`config.mk`:
```
export PLATFORM = sky130hd
export DESIGN_NAME = camera_savemod
export DESIGN_NICKNAME = d
export VERILOG_FILES = /design/src/rtl/camera_pkg.sv /design/src/rtl/camera_fifo.sv /design/src/rtl/camera_savemod.sv
export SDC_FILE = /design/constraint.sdc
export NUM_CORES = 1
export LEC_CHECK = 0
export CAP_MARGIN = 20
export CORE_UTILIZATION = 55
export CTS_CLUSTER_DIAMETER = 200
export DETAILED_ROUTE_END_ITERATION = 12
export PLACE_DENSITY = 0.75
export REMOVE_ABC_BUFFERS = 1
export SYNTH_ARGS = -nofsm -noshare
export SYNTH_HDL_FRONTEND = slang
export SYNTH_SLANG_ARGS = --single-unit
```
`constraint.sdc`:
```
create_clock -name CLOCK -period 4 [get_ports CLOCK]
set_clock_uncertainty 0.05 [all_clocks]
set_input_delay 0.8 -clock CLOCK [delete_from_list [all_inputs] [get_ports CLOCK]]
set_output_delay 0.8 -clock CLOCK [all_outputs]
set_load 0.1 [all_outputs]
```
`src/rtl/camera_pkg.sv`:
```
// Shared constants for the camera capture path: frame defaults, pixel-word
// field positions and the SDRAM writer state encoding.
package camera_pkg;

    localparam int DEF_WIDTH  = 640;
    localparam int DEF_HEIGHT = 480;

    localparam int X_MSB   = 35;
    localparam int X_LSB   = 26;
    localparam int Y_MSB   = 25;
    localparam int Y_LSB   = 16;
    localparam int RGB_MSB = 15;
    localparam int RGB_LSB = 0;

    typedef enum logic [0:0] {
        IDLE = 1'b0,
        CALL = 1'b1
    } state_e;

endpackage

```
`src/rtl/camera_fifo.sv`:
```
// Synchronous first-word-fall-through FIFO; a write into a full FIFO is
// accepted only when a read happens in the same cycle.
module camera_fifo #(
    parameter int W     = 8,
    parameter int DEPTH = 16
) (
    input  logic                         CLOCK,
    input  logic                         RESET,
    input  logic                         iWrite,
    input  logic [W-1:0]                 iData,
    input  logic                         iRead,
    output logic [W-1:0]                 oData,
    output logic                         oEmpty,
    output logic                         oFull,
    output logic [$clog2(DEPTH+1)-1:0]   oCount
);

    localparam int PW = $clog2(DEPTH);
    localparam int CW = $clog2(DEPTH+1);

    logic [W-1:0]  mem_q [DEPTH];
    logic [W-1:0]  mem_d [DEPTH];
    logic [PW-1:0] wr_ptr_q, wr_ptr_d;
    logic [PW-1:0] rd_ptr_q, rd_ptr_d;
    logic [CW-1:0] count_q, count_d;
    logic          wr_en_s;
    logic          rd_en_s;

    // Next-state for storage, pointers and occupancy.
    always_comb begin
        mem_d    = mem_q;
        wr_ptr_d = wr_ptr_q;
        rd_ptr_d = rd_ptr_q;
        count_d  = count_q;
        rd_en_s  = iRead && (count_q != {CW{1'b0}});
        wr_en_s  = iWrite && ((count_q != CW'(DEPTH)) || rd_en_s);
        if (wr_en_s) begin
            mem_d[wr_ptr_q] = iData;
            wr_ptr_d        = wr_ptr_q + PW'(1);
        end else begin
            wr_ptr_d = wr_ptr_q;
        end
        if (rd_en_s) begin
            rd_ptr_d = rd_ptr_q + PW'(1);
        end else begin
            rd_ptr_d = rd_ptr_q;
        end
        case ({wr_en_s, rd_en_s})
            2'b10:   count_d = count_q + CW'(1);
            2'b01:   count_d = count_q - CW'(1);
            default: count_d = count_q;
        endcase
    end

    // Pointer and count registers with synchronous active-low reset.
    always_ff @(posedge CLOCK) begin
        if (!RESET) begin
            wr_ptr_q <= {PW{1'b0}};
            rd_ptr_q <= {PW{1'b0}};
            count_q  <= {CW{1'b0}};
        end else begin
            wr_ptr_q <= wr_ptr_d;
            rd_ptr_q <= rd_ptr_d;
            count_q  <= count_d;
        end
    end

    // Storage array; contents are don't-care while the FIFO is empty.
    always_ff @(posedge CLOCK) begin
        mem_q <= mem_d;
    end

    assign oData  = mem_q[rd_ptr_q];
    assign oEmpty = (count_q == {CW{1'b0}});
    assign oFull  = (count_q == CW'(DEPTH));
    assign oCount = count_q;

endmodule

```
`src/rtl/camera_savemod.sv`:
```
// Crops capture pixel words to the frame, computes the linear frame-buffer
// address, queues them and writes each to SDRAM with a Call/Done handshake.
module camera_savemod
    import camera_pkg::*;
#(
    parameter int WIDTH  = DEF_WIDTH,
    parameter int HEIGHT = DEF_HEIGHT,
    parameter int DEPTH  = 16,
    parameter int AW     = 19
) (
    input  logic          CLOCK,
    input  logic          RESET,
    input  logic          iEn,
    input  logic [35:0]   iData,
    output logic          oCall,
    input  logic          iDone,
    output logic [AW-1:0] oAddr,
    output logic [15:0]   oData,
    output logic          oFrameDone,
    output logic          oOverflow
);

    localparam int FW = 1 + AW + 16;
    localparam int CW = $clog2(DEPTH+1);
    localparam logic [10:0] WIDTH_L  = 11'(WIDTH);
    localparam logic [10:0] HEIGHT_L = 11'(HEIGHT);

    logic [9:0]    px_s, py_s;
    logic          in_win_s;
    logic          s1_valid_q, s1_valid_d;
    logic          s1_last_q, s1_last_d;
    logic [9:0]    s1_x_q, s1_x_d;
    logic [9:0]    s1_y_q, s1_y_d;
    logic [15:0]   s1_rgb_q, s1_rgb_d;

    logic [AW-1:0] addr_s;
    logic [FW-1:0] push_data_s;
    logic [FW-1:0] fifo_rdata_s;
    logic          fifo_write_s;
    logic          fifo_empty_s;
    logic          fifo_full_s;
    logic [CW-1:0] fifo_count_s;
    logic          pop_s;
    logic          drop_s;

    state_e        state_q, state_d;
    logic          call_q, call_d;
    logic [AW-1:0] addr_q, addr_d;
    logic [15:0]   data_q, data_d;
    logic          last_q, last_d;
    logic          frame_done_q, frame_done_d;
    logic          overflow_q, overflow_d;

    // Window filter; out-of-frame words never enter the pipeline.
    always_comb begin
        px_s       = iData[X_MSB:X_LSB];
        py_s       = iData[Y_MSB:Y_LSB];
        in_win_s   = iEn && ({1'b0, px_s} < WIDTH_L) && ({1'b0, py_s} < HEIGHT_L);
        s1_valid_d = in_win_s;
        s1_x_d     = s1_x_q;
        s1_y_d     = s1_y_q;
        s1_rgb_d   = s1_rgb_q;
        s1_last_d  = s1_last_q;
        if (in_win_s) begin
            s1_x_d    = px_s;
            s1_y_d    = py_s;
            s1_rgb_d  = iData[RGB_MSB:RGB_LSB];
            s1_last_d = ({1'b0, px_s} == (WIDTH_L - 11'd1)) &&
                        ({1'b0, py_s} == (HEIGHT_L - 11'd1));
        end else begin
            s1_last_d = s1_last_q;
        end
    end

    // Address is a constant multiply; the parameter rule guarantees it fits AW.
    always_comb begin
        addr_s       = AW'(s1_y_q) * AW'(WIDTH) + AW'(s1_x_q);
        push_data_s  = {s1_last_q, addr_s, s1_rgb_q};
        fifo_write_s = s1_valid_q && (!fifo_full_s || pop_s);
        drop_s       = s1_valid_q && (fifo_count_s == CW'(DEPTH)) && !pop_s;
        overflow_d   = overflow_q || drop_s;
    end

    camera_fifo #(
        .W     (FW),
        .DEPTH (DEPTH)
    ) u_fifo (
        .CLOCK  (CLOCK),
        .RESET  (RESET),
        .iWrite (fifo_write_s),
        .iData  (push_data_s),
        .iRead  (pop_s),
        .oData  (fifo_rdata_s),
        .oEmpty (fifo_empty_s),
        .oFull  (fifo_full_s),
        .oCount (fifo_count_s)
    );

    // Writer FSM: pop into the output registers, hold until acknowledged.
    always_comb begin
        state_d      = state_q;
        call_d       = call_q;
        addr_d       = addr_q;
        data_d       = data_q;
        last_d       = last_q;
        frame_done_d = 1'b0;
        pop_s        = 1'b0;
        case (state_q)
            IDLE: begin
                if (!fifo_empty_s) begin
                    pop_s   = 1'b1;
                    addr_d  = fifo_rdata_s[FW-2:RGB_MSB+1];
                    data_d  = fifo_rdata_s[RGB_MSB:RGB_LSB];
                    last_d  = fifo_rdata_s[FW-1];
                    call_d  = 1'b1;
                    state_d = CALL;
                end else begin
                    call_d = 1'b0;
                end
            end
            CALL: begin
                if (iDone) begin
                    call_d       = 1'b0;
                    frame_done_d = last_q;
                    state_d      = IDLE;
                end else begin
                    call_d = 1'b1;
                end
            end
            default: begin
                call_d  = 1'b0;
                state_d = IDLE;
            end
        endcase
    end

    // Pipeline, FSM and flag registers with synchronous active-low reset.
    always_ff @(posedge CLOCK) begin
        if (!RESET) begin
            s1_valid_q   <= 1'b0;
            s1_last_q    <= 1'b0;
            s1_x_q       <= 10'd0;
            s1_y_q       <= 10'd0;
            s1_rgb_q     <= 16'd0;
            state_q      <= IDLE;
            call_q       <= 1'b0;
            addr_q       <= {AW{1'b0}};
            data_q       <= 16'd0;
            last_q       <= 1'b0;
            frame_done_q <= 1'b0;
            overflow_q   <= 1'b0;
        end else begin
            s1_valid_q   <= s1_valid_d;
            s1_last_q    <= s1_last_d;
            s1_x_q       <= s1_x_d;
            s1_y_q       <= s1_y_d;
            s1_rgb_q     <= s1_rgb_d;
            state_q      <= state_d;
            call_q       <= call_d;
            addr_q       <= addr_d;
            data_q       <= data_d;
            last_q       <= last_d;
            frame_done_q <= frame_done_d;
            overflow_q   <= overflow_d;
        end
    end

    assign oCall      = call_q;
    assign oAddr      = addr_q;
    assign oData      = data_q;
    assign oFrameDone = frame_done_q;
    assign oOverflow  = overflow_q;

endmodule

```
==> results of run 1 <==
[area by class of cell]
class,instances,area share [%]
inverters,10,0.1262
clock inverters,33,0.8163
repair buffers,126,4.317
multi-input cells,624,21.74
well taps,607,2.554
clock buffers,89,6.202
flip-flops and latches,666,64.25
[worst min-delay path: cells and delay by family (launching register included)]
kind / cells / cell delay (ns)
compound gates: 1 / 0.06
flops: 1 / 0.31
simple gates: 1 / 0.05
[report_power, final]
group	total (mW)	switching [mW]	internal (mW)
Sequential	8.08	0.306	7.78
Clock	5.98	2.54	3.45
Combinational	4.54	2.83	1.70
Total	18.6	5.68	12.9
[routing by layer]
metal | vias up | wire length [um] | global-route usage (%) | share of wire (%)
li1 | 5755 | - | - | -
met1 | 6994 | 22750 | 33.12 | 40
met2 | 580 | 28600 | 40.08 | 50
met3 | 89 | 4170 | 4.050 | 7.4
met4 | 0 | 1148 | 7.646 | 2.0
met5 | - | 0 | 0 | 0
[worst max path at each step]
stage	end	slack [ns]	cells after the start
after floorplan	last_q	-3.35	5
after global placement	u_fifo.mem_q[286]	0.68	9
after detailed placement	u_fifo.mem_q[358]	0.53	9
after CTS	u_fifo.mem_q[538]	0.51	9
after global routing	u_fifo.mem_q[33]	0.71	10
final	u_fifo.mem_q[321]	0.90	10
[cells by family after synthesis]
family	after synthesis
multiplexers	146
flip-flops	666
AND/OR/NAND/NOR	204
adder cells (fa/ha/maj)	29
buffers and inverters	88
AO/OA/AOI/OAI	221
XOR/XNOR	24
[through the flow]
| stage | area, um^2 | setup WS, ns | setup TNS (ns) | utilization (%) | hold WS (ns) |
|---|---|---|---|---|---|
| 5_1_grt | 29740 | 0.7125 | 0 | 64.01 | 0.4554 |
| 6_report | 29740 | 0.8974 | 0 | 64.01 | 0.4277 |
| 3_3_place_gp | 27620 | 0.6829 | 0 | 59.45 | 0.4151 |
| 3_5_place_dp | 27620 | 0.5326 | 0 | 59.45 | 0.4199 |
| 4_1_cts | 29710 | 0.5125 | 0 | 63.95 | 0.4302 |
| 2_1_floorplan | 25450 | -3.353 | -202.28 | - | 0.3978 |
[cell usage after synthesis, types with 2 or more instances]
master    number
and3_1         2
a211oi_1       2
a21o_1         5
xor2_1         9
buf_4          3
or2_2          2
ha_1          27
dfxtp_1       90
nand3b_1       2
xnor2_1       15
nor2b_1       44
nor2_1        28
buf_1          8
nand4_1        4
a22oi_1       73
and2_1        11
clkbuf_1      42
mux2i_1        2
nand2b_1       4
buf_6          3
buf_2         22
nor3_1         5
a21oi_1       83
nor4_1         2
nand2_1       86
mux4_2       144
o21ai_0        9
o2111a_1       3
edfxtp_1     576
fa_1           2
inv_1          9
a21boi_0      37
o21bai_1       2
a31oi_1        2
and4_1         2
[flip-flops by register name, summed over array words and instances, names as in the netlist]
signal and count:
last_q 1, oAddr 19, oCall 1, oData 16, oFrameDone 1, oOverflow 1
s1_last_q 1, s1_rgb_q 16, s1_valid_q 1, s1_x_q 10, s1_y_q 10, u_fifo.mem_q 576
u_fifo.oCount 5, u_fifo.rd_ptr_q 4, u_fifo.wr_ptr_q 4
==> results.py, run 1 <==
metrics = {
    "logic_synthesis": {
        "async_reset_ff_share_pct": 0,
        "synth_area_mm2": 0.02581,
        "synth-main-ff-cell": "edfxtp_1",
        "syn_inst": 1378,
        "ys_types": 53,
        "yosysWarnings": 0,
        "synth_top_family_by_area": "multiplexers",
        "synth_xor_area_share_pct": 0.8145,
        "synth_compound_area_share_pct": 5.590,
        "ys_seq_elements": 666,
        "post_synth.cell_area_avg_um2": 18.73,
        "synthMuxAreaShare_pct": 12.64,
        "synth_edf_count": 576,
        "yosys-top-cells-area": "edfxtp_1 (67%), mux4_2 (13%), dfxtp_1 (7.0%), a22oi_1 (2.1%), a21oi_1 (1.6%)",
        "synth_top_cell_area_share_pct": 67.03,
        "seq_area_frac_synth_pct": 74.01,
        "yosys.area.top_type": "edfxtp_1",
        "yosys.area_share.simple_pct": 3.961,
        "synthAdderAreaFrac_pct": 1.464,
    },
    "layout": {
        "n_antenna_cell": 0,
        "final_common_cell": "edfxtp_1",
        "syn_to_final_growth_pct": 15.23,
        "drive_above_1_share_pct": 20.74,
        "layout.cells.non_filler": 2155,
        "final_cell_mix": "edfxtp_1 (576), mux4_2 (144), dfxtp_1 (88)",
        "fillers": 3138,
        "fin_nets": 1564,
        "multi_input_area_mm2": 0.006464,
        "seq_area_mm2": 0.01911,
    },
    "grt": {
        "grt_usage_pct": 24.24,
        "grt_max_degree": 51,
        "gr-total-overflow": 0,
        "grt_pass1_vias": 13430,
        "antenna_found_initial": 0,
        "grt_pass1_wl_um": 83170,
    },
    "clock_tree": {
        "post_cts_buffers": 0,
        "numCtsBuffers": 67,
        "cts_hold_buf": 0,
        "htree_levels": 3,
        "clockBufferDepth": 3,
        "cts_sinks": 666,
        "clk_pin_slew_ns": 0.06,
        "cts_tree": "yes",
        "cts_root_buf": "clkbuf_16",
        "clkLatencyLatePin_ns": 0.60,
        "cts_resized": 0,
    },
    "die": {
        "rows": 79,
        "design.die.area_mm2": 0.04779,
        "die_y_um": 218.6,
        "die_x_um": 218.6,
        "top_level_ports": 78,
        "start_util_pct": 55.55,
        "core_mm2": 0.04646,
    },
    "worst_hold_path": {
        "min_from": "s1_x_q[9]",
        "hold_path.class": "reg2reg",
        "worstHoldEndpoint": "s1_x_q[9]",
        "hold_depth": 2,
    },
    "routing": {
        "drc_errors": 0,
        "first_pass_iters": 5,
        "routed_wl_um": 56670,
        "postRouteAntennaNets": 0,
        "viasPerCell": 6.226,
        "wire_per_inst_um": 26.30,
        "num_vias": 13420,
        "first_iter_violations": 1299,
    },
    "place": {
        "port_buffers": 77,
        "dp_cells": 2029,
        "dpl.hpwl_um": 30050,
        "place_congestion": 0.7800,
    },
    "setup_path": {
        "r2r_start": "s1_y_q[1]",
        "r2r_slack_ns": 0.90,
        "worstPathArrival_ns": 3.38,
        "required_ns": 4.27,
        "rr_worst_depth": 10,
        "path_max_fanout": 16,
        "slowest_stage": "fa_1",
        "critPathLaunch": "s1_y_q[1]",
        "worst_setup_path_start_kind": "flop",
        "cp_cell_sequence": "ha_1 > ha_1 > fa_1 > nand3_1 > a21oi_1 > nor4b_2 > nand2_1 > or3b_1 > xor2_1 > buf_4",
        "path_class": "reg2reg",
        "r2r-end": "u_fifo.mem_q[321]",
        "crit_top_cell": "ha_1",
        "crit_family": "simple AND/OR/NAND/NOR gates",
        "critPathMaxStageDelay_ns": 0.44,
        "critPathBufInv": 1,
        "cp-end-kind": "flop",
    },
    "pwr": {
        "peakVddDrop_uv": 579.7,
        "fin_total_pwr_mw": 18.60,
        "p_leak_nw": 9.539,
        "power_density_mw_per_mm2": 625.5,
    },
    "timing": {
        "post-route-period-util_pct": 77.56,
        "drv_slew": 0,
        "finalSetupViolations": 0,
        "relSlewSlack_pct": 29.11,
        "hold_violations": 0,
        "worst_pin_slew_ns": 1.056,
        "rsz0062_at_grt": "no",
        "fmax_mhz": 322.3,
        "min_period_ns": 3.103,
    },
    "flow_run": {
        "maxCapViolCount": 0,
    },
    "outcome": {
        "status": "completed",
    },
}
Power figures use the tool's default switching activity.
==> run 2, diff against run 1 <==
- CORE_UTILIZATION: 55 -> 58
- PLACE_DENSITY: 0.75 -> 0.76
- clock period: 4 -> 3.2 ns (I/O delays scaled with it)
==> run 2 against run 1 <==
Die area down 5.1%. Setup slack worse by 0.75 ns. Largest cell class unchanged. Maximum frequency up 1.6%. Critical endpoint is now u_fifo.mem_q[141]. First-iteration DRC count down 2.5%. Utilization up 4.9 points. Register-to-register slack worse by 0.75 ns. Flip-flop and latch count unchanged.
==> results.py, run 2 (synthesis gave the netlist of run 1 again) <==
metrics = {
    "grt": {
        "grt_pass1_vias": 13740,
        "grt_usage_pct": 26.17,
        "grt_max_degree": 76,
        "gr-total-overflow": 0,
        "grt_pass1_wl_um": 84750,
        "antenna_found_initial": 1,
    },
    "outcome": {
        "status": "completed",
    },
    "setup_path": {
        "path_class": "reg2reg",
        "worstPathArrival_ns": 3.33,
        "required_ns": 3.47,
        "crit_family": "adder cells",
        "critPathMaxStageDelay_ns": 0.48,
        "cp-end-kind": "flop",
        "slowest_stage": "or3b_1",
        "critPathBufInv": 1,
        "cp_cell_sequence": "ha_1 > ha_1 > fa_1 > a21oi_1 > o21bai_1 > a21oi_1 > xor2_1 > or3b_1 > xor2_4 > buf_12",
        "worst_setup_path_start_kind": "flop",
        "path_max_fanout": 16,
    },
    "die": {
        "start_util_pct": 59.38,
        "top_level_ports": 78,
        "design.die.area_mm2": 0.04534,
        "rows": 76,
        "core_mm2": 0.04346,
        "die_x_um": 212.9,
        "die_y_um": 212.9,
    },
    "timing": {
        "drv_slew": 0,
        "rsz0062_at_grt": "no",
        "fmax_mhz": 327.3,
        "min_period_ns": 3.055,
        "post-route-period-util_pct": 95.47,
        "relSlewSlack_pct": 34.13,
        "finalSetupViolations": 0,
        "hold_violations": 0,
        "worst_pin_slew_ns": 0.9847,
        "fin_hold_ws_ns": 0.4242,
    },
    "layout": {
        "fin_nets": 1582,
        "largest_register": "u_fifo.mem_q",
        "syn_to_final_growth_pct": 16.04,
        "final_cell_mix": "edfxtp_1 (576), mux4_2 (144), dfxtp_1 (88)",
        "n_antenna_cell": 0,
        "fin_util_pct": 68.91,
        "final_common_cell": "edfxtp_1",
        "drive_above_1_share_pct": 23.91,
        "fillers": 2668,
        "largest_register_ffs": 576,
    },
    "flow_run": {
        "maxCapViolCount": 0,
    },
    "routing": {
        "viasPerCell": 6.295,
        "first_pass_iters": 5,
        "wire_per_inst_um": 26.48,
        "first_iter_violations": 1267,
        "routed_wl_um": 56900,
        "drc_errors": 0,
        "num_vias": 13530,
        "postRouteAntennaNets": 0,
    },
    "clock_tree": {
        "clockBufferDepth": 3,
        "cts_root_buf": "clkbuf_16",
        "clk_pin_slew_ns": 0.06,
        "cts_tree": "yes",
        "htree_levels": 3,
        "clkLatencyLatePin_ns": 0.58,
        "numCtsBuffers": 66,
        "cts_sinks": 666,
    },
    "place": {
        "dpl.hpwl_um": 30780,
        "place_congestion": 0.7760,
        "port_buffers": 77,
    },
    "pwr": {
        "p_leak_nw": 9.751,
        "power_density_mw_per_mm2": 776.2,
        "peakVddDrop_uv": 597.9,
    },
    "worst_hold_path": {
        "hold_path.class": "reg2reg",
    },
}
==> run 2: final cells by class <==
class                   instances  area (um^2)  area share, %
well taps                     585        732.0          2.444
inverters                      10        37.54         0.1253
clock inverters                14        113.9         0.3802
clock buffers                 105         1974          6.593
repair buffers                145         1469          4.905
flip-flops and latches        666        19110          63.80
multi-input cells             624         6513          21.75
==> run 2: path summary, 6_finish.rpt <==
| kind | start | end | slack, ns | depth (start not counted) |
|---|---|---|---|---|
| worst max-delay path | s1_y_q[1] | u_fifo.mem_q[141] | 0.15 | 10 |
| worst max register to register | s1_y_q[1] | u_fifo.mem_q[141] | 0.15 | 10 |
| worst min register to register | s1_x_q[7] | s1_x_q[7] | 0.42 | 2 |
| worst min-delay path | s1_x_q[7] | s1_x_q[7] | 0.42 | 2 |
==> run 2: what timing repair did <==
| action | in CTS | in global routing |
|---|---|---|
| pin swaps | 0 | 2 |
| setup endpoints to repair | 48 | 33 |
| hold buffers | 0 | 0 |
| setup buffers | 0 | 1 |
| gates resized for setup | 3 | 5 |
==> run 2: worst min-delay path: stages (launching register included) <==
cell and delay [ns]:
dfxtp_1 0.31, nand2_1 0.05, a21boi_0 0.06
==> run 2: power by group <==
group / switching [mW] / total (mW) / internal (mW)
Sequential: 0.334 / 10.1 / 9.72
Clock: 3.05 / 7.43 / 4.39
Combinational: 3.63 / 5.75 / 2.12
==> run 2: per-stage QoR <==
step	std cells	TNS, ns	area (um^2)	total power [mW]	setup slack, ns
final	2149	0	29950	23.24	0.1450
after CTS	2146	0	29880	23.39	0.03311
after detailed placement	2027	-7.624	27770	15.98	-0.2388
after global placement	2027	-0.2815	27770	15.89	-0.01777
after global routing	2149	0	29950	24.04	0.01018
after floorplan	1300	-483.35	25450	14.70	-4.153
==> run 2: per-layer routing <==
layer  GRT usage (%)  up-vias  share of wire (%)
li1                -     5799                  -
met1           35.46     7012                 40
met2           43.81      614                 51
met3           4.295      103                7.2
met4           8.335        0                2.4
met5               0        -                  0
